[config.mk]
export PLATFORM = sky130hd
export DESIGN_NAME = semaforo_input_cond_flat
export DESIGN_NICKNAME = d
export VERILOG_FILES = /design/src/rtl/semaforo_input_cond_if.sv /design/src/rtl/semaforo_input_cond.sv /design/src/flat_wrapper.sv
export SDC_FILE = /design/constraint.sdc
export NUM_CORES = 1
export LEC_CHECK = 0
export CAP_MARGIN = 20
export CORE_UTILIZATION = 58
export DETAILED_ROUTE_END_ITERATION = 12
export GPL_TIMING_DRIVEN = 0
export PLACE_DENSITY_LB_ADDON = 0.2
export SYNTH_ARGS = -nofsm -noshare
export SYNTH_HDL_FRONTEND = slang
export SYNTH_SLANG_ARGS = --single-unit
[constraint.sdc]
create_clock -name clk -period 2.2 [get_ports clk]
set_input_delay 0.44 -clock clk [delete_from_list [all_inputs] [get_ports clk]]
set_output_delay 0.44 -clock clk [all_outputs]
set_load 0.01 [all_outputs]
[src/rtl/semaforo_input_cond_if.sv]
// Sensor/button bundle between the pad side and the input conditioner.
// Latency: none, wires only.
// Backpressure: none; raw levels flow in, conditioned levels and pulses flow out.
interface semaforo_input_cond_if;
    // Raw, asynchronous pad levels
    logic ta_raw;
    logic tb_raw;
    logic p_raw;
    logic r_raw;
    // Conditioned outputs consumed by the traffic-light controller
    logic TA;
    logic TB;
    logic P;
    logic R;

    // Pad / stimulus side: drives raw levels, observes conditioned outputs
    modport master (
        output ta_raw,
        output tb_raw,
        output p_raw,
        output r_raw,
        input  TA,
        input  TB,
        input  P,
        input  R
    );

    // Conditioner side: consumes raw levels, drives conditioned outputs
    modport slave (
        input  ta_raw,
        input  tb_raw,
        input  p_raw,
        input  r_raw,
        output TA,
        output TB,
        output P,
        output R
    );
endinterface

[src/rtl/semaforo_input_cond.sv]
// Synchronizes and debounces vehicle sensors and parade buttons; buttons become one-cycle pulses.
// Latency: a stable raw step sampled at edge k shows at the outputs at edge k+1+DEB_CYCLES.
// Backpressure: none; the controller consumes levels and pulses every cycle.
module semaforo_input_cond #(
    parameter int DEB_CYCLES = 4,
    parameter int WIDTH      = 4
) (
    input logic             clk,
    input logic             rst,
    semaforo_input_cond_if.slave bus
);

    // Counter value at which a persistent difference is accepted as the new level.
    localparam logic [WIDTH-1:0] LAST = WIDTH'(DEB_CYCLES - 1);

    // Channel order: 0 = avenue A, 1 = avenue B, 2 = parade, 3 = parade reset.
    localparam int NCH = 4;

    logic [NCH-1:0] raw_vec;
    logic [NCH-1:0] sync_q1;
    logic [NCH-1:0] sync_q2;
    logic [NCH-1:0] flip;

    assign raw_vec = {bus.r_raw, bus.p_raw, bus.tb_raw, bus.ta_raw};

    // Two-flop synchronizer on every raw pad input
    always_ff @(posedge clk) begin
        if (rst) begin
            sync_q1 <= '0;
            sync_q2 <= '0;
        end else begin
            sync_q1 <= raw_vec;
            sync_q2 <= sync_q1;
        end
    end

    for (genvar ch = 0; ch < NCH; ch++) begin : g_deb
        logic [WIDTH-1:0] cnt;
        logic             lvl;

        // Count consecutive cycles the synchronized input disagrees with the level;
        // any agreement restarts the count, so short glitches never reach LAST.
        always_ff @(posedge clk) begin
            if (rst) begin
                cnt <= '0;
                lvl <= 1'b0;
            end else if (sync_q2[ch] == lvl) begin
                cnt <= '0;
            end else if (cnt == LAST) begin
                lvl <= sync_q2[ch];
                cnt <= '0;
            end else begin
                cnt <= cnt + WIDTH'(1);
            end
        end

        // High in the cycle whose closing edge flips the debounced level.
        assign flip[ch] = (sync_q2[ch] != lvl) && (cnt == LAST);
    end

    // A rising flip of the button level is the moment the pulse must appear,
    // so the pulse flop is loaded alongside the level flop.
    logic p_rise;
    logic r_rise;
    logic p_q;
    logic r_q;

    assign p_rise = flip[2] & sync_q2[2];
    assign r_rise = flip[3] & sync_q2[3];

    // Register button pulses; parade entry wins over parade reset on a tie.
    // The r level still updates on a tie, so that press can never pulse R later.
    always_ff @(posedge clk) begin
        if (rst) begin
            p_q <= 1'b0;
            r_q <= 1'b0;
        end else begin
            p_q <= p_rise;
            r_q <= r_rise & ~p_rise;
        end
    end

    assign bus.TA = g_deb[0].lvl;
    assign bus.TB = g_deb[1].lvl;
    assign bus.P  = p_q;
    assign bus.R  = r_q;

endmodule
[src/flat_wrapper.sv]
// flat-port wrapper written by rule: the top's interface ports become plain ports
module semaforo_input_cond_flat 
#(
    parameter int DEB_CYCLES = 4,
    parameter int WIDTH      = 4
)
  (clk, rst, bus_ta_raw, bus_tb_raw, bus_p_raw, bus_r_raw, bus_TA, bus_TB, bus_P, bus_R);
  semaforo_input_cond_if bus_i ();
  input logic clk;
  input logic rst;
  input wire logic [$bits(bus_i.ta_raw)-1:0] bus_ta_raw;
  input wire logic [$bits(bus_i.tb_raw)-1:0] bus_tb_raw;
  input wire logic [$bits(bus_i.p_raw)-1:0] bus_p_raw;
  input wire logic [$bits(bus_i.r_raw)-1:0] bus_r_raw;
  output wire logic [$bits(bus_i.TA)-1:0] bus_TA;
  output wire logic [$bits(bus_i.TB)-1:0] bus_TB;
  output wire logic [$bits(bus_i.P)-1:0] bus_P;
  output wire logic [$bits(bus_i.R)-1:0] bus_R;
  assign bus_i.ta_raw = bus_ta_raw;
  assign bus_i.tb_raw = bus_tb_raw;
  assign bus_i.p_raw = bus_p_raw;
  assign bus_i.r_raw = bus_r_raw;
  assign bus_TA = bus_i.TA;
  assign bus_TB = bus_i.TB;
  assign bus_P = bus_i.P;
  assign bus_R = bus_i.R;
  semaforo_input_cond #(.DEB_CYCLES(DEB_CYCLES), .WIDTH(WIDTH)) u_core (.clk(clk), .rst(rst), .bus(bus_i));
endmodule
Yosys cells after proc, flatten, opt, wreduce, memory -nomap -nowiden
Cells that the tools add are included.
Widths: inputs -> output; s select.
Storage, ports and cells
  flip-flop bits (word level): 30
  input port bits: 6
  output and inout port bits: 4
  logic and storage cells: 44
Cells by class
  add/subtract/negate cells: 4
  equal/unequal tests: 10
  bitwise gates (word level): 8
  reduce and logical (&&, ||, !) cells: 10
Operators with widths (number)
  $add 4x1->4 const B: 4
  $eq 4x2->1 const B: 4
  $reduce_or 3->1: 4
  $reduce_and 2->1: 4
  $not 1->1: 5
  $eq 1x1->1: 4
  $and 1x1->1: 3
  $logic_and 1x1->1: 2
  $ne 1x1->1: 2

Longest topological paths before layout
Gate-level depths: netlist of the first run.
  depth in word-level cells: 5
  gate-level depth with buffers: 4
  depth with buffers taken out: 4

Worst setup path before layout of the first run
OpenSTA, ideal clock, no wires.
  path type: reg2reg
  start: register u_core.g_deb[2].cnt[0]
  end: register u_core.g_deb[2].cnt[2]
  setup time: 0.064 ns
  arrival time: 1.139 ns
  data required time: 2.136 ns
  slack: 0.997 ns
  stages on the path, launching flop included: 5
  path buffers: 0
  clock period less this slack: 1.203 ns
  cells stage by stage: dfxtp_1 -> ha_1 -> nor3b_2 -> or3_4 -> nor2_1
Between the ends
  longest elaborated chain between the ends: 2
  elaborated cells between the ends (all ways): 3
  those cells by class: 1 x add/sub; 1 x eq/ne; 1 x reduce/logical
Ends and longest elaborated chain
  from (decl): RTL line semaforo_input_cond.sv:38  | logic [WIDTH-1:0] cnt;
  from (signal assigned): RTL line semaforo_input_cond.sv:53  | cnt <= cnt + WIDTH'(1);
  branches (longest 2 deep; another with $add 4x1->4)
Parallel ways; which one is timed is not known.
A chain may end at the register's enable or synchronous reset.

Final worst setup path of the first run
  start: register u_core.g_deb[1].lvl, in the netlist u_core.bus.TB
  end: output port bus_TB
RTL lines
  from (decl): RTL line semaforo_input_cond.sv:39  | logic lvl;
  from (signal assigned): RTL line semaforo_input_cond.sv:50  | lvl <= sync_q2[ch];
  to (decl): RTL line flat_wrapper.sv:16  | output wire logic [$bits(bus_i.TB)-1:0] bus_TB;
No word-level cell between the ends.

==> results of run 1 <==
-- through the flow --
step | hold slack (ns) | cell area, um^2 | worst slack (ns) | total power, mW
after floorplan | 0.414 | 1080 | 0.997 | 0.584
after global placement | 0.418 | 1200 | 0.469 | 0.597
after detailed placement | 0.425 | 1200 | 0.452 | 0.598
after CTS | 0.445 | 1260 | 0.499 | 0.922
after global routing | 0.466 | 1260 | 0.439 | 0.954
final | 0.443 | 1260 | 0.511 | 0.912
-- worst reg2reg max path, stage by stage, from the launching register on --
cell and delay (ns):
dfxtp_1 0.34, ha_1 0.22, nor3b_2 0.17, or3_4 0.39
nor2_1 0.13
-- flip-flops by register name (all words and copies together) (netlist names) --
name              flops
u_core.g_deb.cnt     16
u_core.bus.P          1
u_core.g_deb.lvl      2
u_core.bus.TB         1
u_core.sync_q1        4
u_core.sync_q2        4
u_core.bus.R          1
u_core.bus.TA         1
-- cells by family after synthesis --
kind of cell               Yosys count  synth area share
xor gates and xnor gates            12            0.0973
adders and majority gates            4            0.0464
buffers and inverters                5            0.0174
DFF                                 30             0.556
muxes                                4            0.0371
and+or+nand+nor                     44             0.246
-- cell usage in the layout, fill, tap and decap left out --
| master | synthesis | final |
|---|---|---|
| nand3b_1 | 1 | 1 |
| nand3_1 | 4 | 4 |
| xor2_1 | 4 | 4 |
| ha_1 | 4 | 4 |
| inv_1 | 4 | 4 |
| nor2b_1 | 8 | 8 |
| clkbuf_8 | 0 | 1 |
| clkdlybuf4s50_1 | 0 | 9 |
| nor3b_1 | 1 | 1 |
| clkbuf_1 | 1 | 2 |
| clkinv_2 | 0 | 1 |
| xnor2_1 | 8 | 8 |
| mux2i_1 | 4 | 4 |
| and3_1 | 1 | 1 |
| nor3b_2 | 4 | 4 |
| dfxtp_1 | 30 | 30 |
| nor2_1 | 21 | 21 |
| or3_4 | 4 | 4 |
| clkbuf_4 | 0 | 5 |
-- layout make-up --
cell class,instances,area (um^2)
plain buffers,1,3.75
clock inverters,1,5.00
clock buffers,7,55.1
well taps,25,31.3
fillers,134,465
flip-flops and latches,30,601
inverters,4,15.0
repair buffers,9,90.1
multi-input cells,64,460
-- where the power goes --
part | leakage [nW] | switching [mW] | total, mW | internal (mW)
clock network | 0.0353 | 0.173 | 0.327 | 0.155
registers | 0.244 | 0.00436 | 0.556 | 0.552
logic | 0.204 | 0.0115 | 0.0288 | 0.0174
-- final timing paths --
check / startpoint / to / cells after the start
max reg2reg: u_core.g_deb[0].cnt[0]$_SDFF_PP0_ / u_core.g_deb[0].cnt[1]$_SDFF_PP0_ / 4
min reg2reg: u_core.sync_q1[1]$_SDFF_PP0_ / u_core.sync_q2[1]$_SDFF_PP0_ / 1
min: u_core.sync_q1[1]$_SDFF_PP0_ / u_core.sync_q2[1]$_SDFF_PP0_ / 1
max: u_core.bus.TB$_SDFFE_PP0P_ / bus_TB / 1
-- routing by layer --
layer | wire length, um | part of all wire
met5 | 0 | 0
met4 | 39 | 0.027
met3 | 81 | 0.056
met2 | 689 | 0.47
met1 | 648 | 0.44
==> flow_metrics.tcl, run 1 <==
set metrics [dict create \
    end_kind "output pin" \
    arrival_ns 1.25 \
    synth_edf_count 0 \
    gp_congestion 0.712 \
    cp_slowest_stage_delay_ns 0.55 \
    via_per_inst 4.77 \
    cp.required_ns 1.76 \
    fin_crit_ns 1.69 \
    seq_area_frac_synth 0.556 \
    synth_top_flop_cell "dfxtp_1" \
    status "completed" \
    clk_pin_slew_ns 0.09 \
    synth_top_area_frac 0.556 \
    ys.warnings.count 0 \
    worstSkewPairLatency_ns 0.32 \
    skew_ns 0.0125 \
    placed_cells 133 \
    max_slew_margin 0.737 \
    drc 0 \
    cts_hold_buf 0 \
    row_count 15 \
    cts_buffers 5 \
    grt_pass1_wl_um 2420 \
    antenna_found_initial 0 \
    area_growth_syn_to_layout_pct 16.8 \
    p_leak_nw 0.483 \
    ys_async_sr_fraction 0 \
    via_count 673 \
    worst_path_max_delay_cell "clkdlybuf4s50_1" \
    die_w_um 45.1 \
    setup_tns_ns 0 \
    overflow 0 \
    routed_wl_um 1460 \
    first_pass_iters 2 \
    detail-route-antenna-nets 0 \
    fp.dieArea_um2 2040 \
    grt.total_usage 0.177 \
    finalCritPeriodShare 0.768 \
    grtUsageMet3 0.0840 \
    path_delay_family "buffers and inverters" \
    worstMarginPinSlew_ns 0.395 \
    met2_usage 0.278 \
    die_h_um 45.1 \
    final_util 0.730 \
    start_util 0.625 \
    drt_iter0_markers 2 \
    synth.most_common_cell "dfxtp_1" \
    r2r_setup_slack_ns 0.88 \
    ctsRootBufferMaster "clkbuf_4" \
    synthCells 99 \
    avgSynthCellArea_um2 10.9 \
    hold_viol_final 0 \
    p_per_area_nw_per_um2 723 \
    synth_common_cells "30 x dfxtp_1, 21 x nor2_1, 8 x nor2b_1, 8 x xnor2_1" \
    rsz0062_at_grt "no" \
    fin_nets 125 \
    critPathBufInv 1 \
    cts_setup_buffers 0 \
    final_max_slew_viol_count 0 \
    crit_fanout 3 \
    synth_top_area_cell "dfxtp_1" \
    post-dp-hpwl_um 1070 \
    synth_area_leaders "dfxtp_1 56%, nor2_1 7.3%, xnor2_1 6.5%" \
    pin_count 10 \
    cts_sinks 30 \
    synth_cell_type_count 15 \
    core-area_um2 1730 \
    cts_tree "done" \
    setup_violations 0 \
    cp_cell_sequence "clkdlybuf4s50_1" \
    crit_type "reg -> out" \
    grt_use_met1 0.192 \
    drive_above_1_share 0.129 \
    ys_ff_latch 30 \
    cts_resized 0 \
    syn-num-nets 109 \
    timing.fmax_mhz 592 \
    grt_max_degree 11 \
    grt-busiest-layer "met2" \
    drv_cap 0 \
    netlist_area_um2 1080 \
    final_cells 141 \
    clockBufferDepth 2 \
    htreeDepth 2 \
    ir_drop_uv 526 \
    num_antenna_cells 0 \
    grt_pass1_vias 601 \
    setup.worst_path.start_class "register" \
    io_buffers 9 \
    hp-class "reg -> reg" \
    wire_per_inst_um 10.3 \
]
Note: power is estimated with default switching activity, not from simulation.
==> run 2: changes to the inputs <==
Settings changed: CORE_UTILIZATION 58 to 54.
Clock period 2.2 ns to 1.7 ns, I/O delays scaled along.
==> run 2 against run 1 <==
  * Total power rose by 22%
  * Via count rose by 0.89%
  * Clock power rose by 10%
  * Cell area fell by 1.2%
  * Worst hold slack got worse by 0.00088 ns
  * Setup slack got worse by 0.40 ns
  * Global-route usage rose by 0.85 points
  * Critical path depth did not move
  * Cell count fell by 0.71%
  * Register-to-register slack got worse by 0.50 ns
  * Routed wire length rose by 6.6%
==> flow_metrics.tcl, run 2 (same netlist as run 1, synthesis figures left out) <==
set metrics [dict create \
    die_h_um 46.7 \
    drv_cap 0 \
    drc 0 \
    num_antenna_cells 0 \
    core-area_um2 1800 \
    cp_cell_sequence "clkdlybuf4s50_1" \
    cp_slowest_stage_delay_ns 0.56 \
    cp-startpoint "u_core.bus.TB$_SDFFE_PP0P_" \
    skew_ns 0.00611 \
    cts_buffers 5 \
    gp_congestion 0.734 \
    final_max_slew_viol_count 0 \
    post-dp-hpwl_um 1170 \
    antenna_found_initial 0 \
    hold_slack_ns 0.442 \
    ctsRootBufferMaster "clkbuf_4" \
    finalCritPeriodShare 0.936 \
    r2r_setup_slack_ns 0.38 \
    cts_tree "done" \
    worstSkewPairLatency_ns 0.31 \
    area_growth_syn_to_layout_pct 15.4 \
    io_buffers 9 \
    fin_crit_ns 1.59 \
    wire_per_inst_um 11.1 \
    p_leak_nw 0.473 \
    setup_tns_ns 0 \
    fp.dieArea_um2 2180 \
    crit_cells 1 \
    row_count 15 \
    hold_viol_final 0 \
    worst_path_max_delay_cell "clkdlybuf4s50_1" \
    crit_type "reg -> out" \
    grt.total_usage 0.186 \
    setup_violations 0 \
    htreeDepth 2 \
    rr_startpoint "u_core.g_deb[0].cnt[0]$_SDFF_PP0_" \
    via_count 679 \
    setup.worst_path.start_class "register" \
    placed_cells 133 \
    largest_register_ffs 16 \
    end_kind "output pin" \
    worstReg2RegEnd "u_core.g_deb[0].cnt[2]$_SDFF_PP0_" \
    crit_end "bus_TB" \
    worstRegToRegCells 4 \
    grt_pass1_wl_um 2640 \
    ir_drop_uv 619 \
    routed_wl_um 1560 \
    drive_above_1_share 0.113 \
    drt_iter0_markers 7 \
    rsz0062_at_grt "no" \
    critPathBufInv 1 \
    status "completed" \
    cp.required_ns 1.36 \
    cts_resized 0 \
    max_slew_margin 0.724 \
    detail-route-antenna-nets 0 \
    crit_fanout 3 \
    overflow 0 \
    arrival_ns 1.25 \
    reg_top3 "u_core.g_deb.cnt x16, u_core.sync_q1 x4, u_core.sync_q2 x4" \
    final_cells 140 \
    p_per_area_nw_per_um2 896 \
    first_pass_iters 4 \
    p_total_mw 1.12 \
    worstMarginPinSlew_ns 0.414 \
    layout_commonest_cell "dfxtp_1" \
    cts_sinks 30 \
    cts_hold_buf 0 \
    start_util 0.599 \
    via_per_inst 4.85 \
    final_cell_mix "30 x dfxtp_1, 21 x nor2_1, 9 x clkdlybuf4s50_1, 8 x xnor2_1, 8 x nor2b_1" \
    die_w_um 46.7 \
    timing.fmax_mhz 629 \
    pin_count 10 \
    fin_nets 125 \
    cts_setup_buffers 0 \
    largest-register "u_core.g_deb.cnt" \
    path_delay_family "buffers and inverters" \
    clockBufferDepth 2 \
    clk_pin_slew_ns 0.08 \
    fill_cells 148 \
    grt_pass1_vias 651 \
    hp-class "reg -> reg" \
    grt_max_degree 11 \
]
==> run 2: cell count changes in the layout (fill, tap and decap cells not counted), sizes merged <==
cell / previous run / this run
clkinv: 1 / 0
==> run 2: worst min-delay path by stage <==
stage / from / to / slack [ns] / cells after the start
2_1_floorplan: rst / u_core.sync_q1[1]$_SDFF_PP0_ / 0.41 / 1
3_3_place_gp: u_core.sync_q1[3]$_SDFF_PP0_ / u_core.sync_q2[3]$_SDFF_PP0_ / 0.42 / 1
3_5_place_dp: u_core.sync_q1[3]$_SDFF_PP0_ / u_core.sync_q2[3]$_SDFF_PP0_ / 0.43 / 1
4_1_cts: u_core.sync_q1[1]$_SDFF_PP0_ / u_core.sync_q2[1]$_SDFF_PP0_ / 0.44 / 1
5_1_grt: u_core.g_deb[1].cnt[0]$_SDFF_PP0_ / u_core.g_deb[1].cnt[0]$_SDFF_PP0_ / 0.46 / 1
6_report: u_core.sync_q1[1]$_SDFF_PP0_ / u_core.sync_q2[1]$_SDFF_PP0_ / 0.44 / 1
==> run 2: area by class of cell <==
type,count,area [um^2],share of cell area
plain buffers,1,3.75,0.00301
clock buffers,7,45.0,0.0361
repair buffers,9,90.1,0.0723
well taps,25,31.3,0.0251
flip-flops and latches,30,601,0.482
multi-input cells,64,460,0.369
inverters,4,15.0,0.0120
==> run 2: stage by stage <==
| stage | utilization | worst slack, ns | area (um^2) |
|---|---|---|---|
| after floorplan | - | 0.497 | 1080 |
| after detailed placement | 0.667 | 0.0513 | 1200 |
| after global placement | 0.667 | 0.0729 | 1200 |
| after global routing | 0.692 | 0.0518 | 1250 |
| final | 0.692 | 0.109 | 1250 |
| after CTS | 0.692 | 0.0830 | 1250 |
==> run 2: power by group <==
part | switching, mW | total, mW | leakage, nW | internal (mW)
logic | 0.0149 | 0.0374 | 0.204 | 0.0225
registers | 0.00605 | 0.720 | 0.244 | 0.714
clock network | 0.204 | 0.360 | 0.0254 | 0.156
==> run 2: metal layers <==
layer	vias up	track usage	wire, um
met4	0	0.103	12
met1	317	0.184	644
met3	2	0.0824	58
li1	347	-	-
met5	-	0	0
met2	13	0.322	840
==> run 3: changes to the inputs <==
Settings changed: CORE_UTILIZATION 54 to 58.
Clock period 1.7 ns to 1.9 ns, I/O delays scaled along.
==> results of run 3 <==
The final DEF is identical to that of run 1. Status: completed.
Among the figures that moved: setup slack after placement 0.452 ns -> 0.212 ns; setup slack after layout 0.511 ns -> 0.271 ns; register-to-register setup slack 0.88 ns -> 0.58 ns; total power 0.912 mW -> 1.06 mW; worst IR drop on VDD 526 uV -> 610 uV
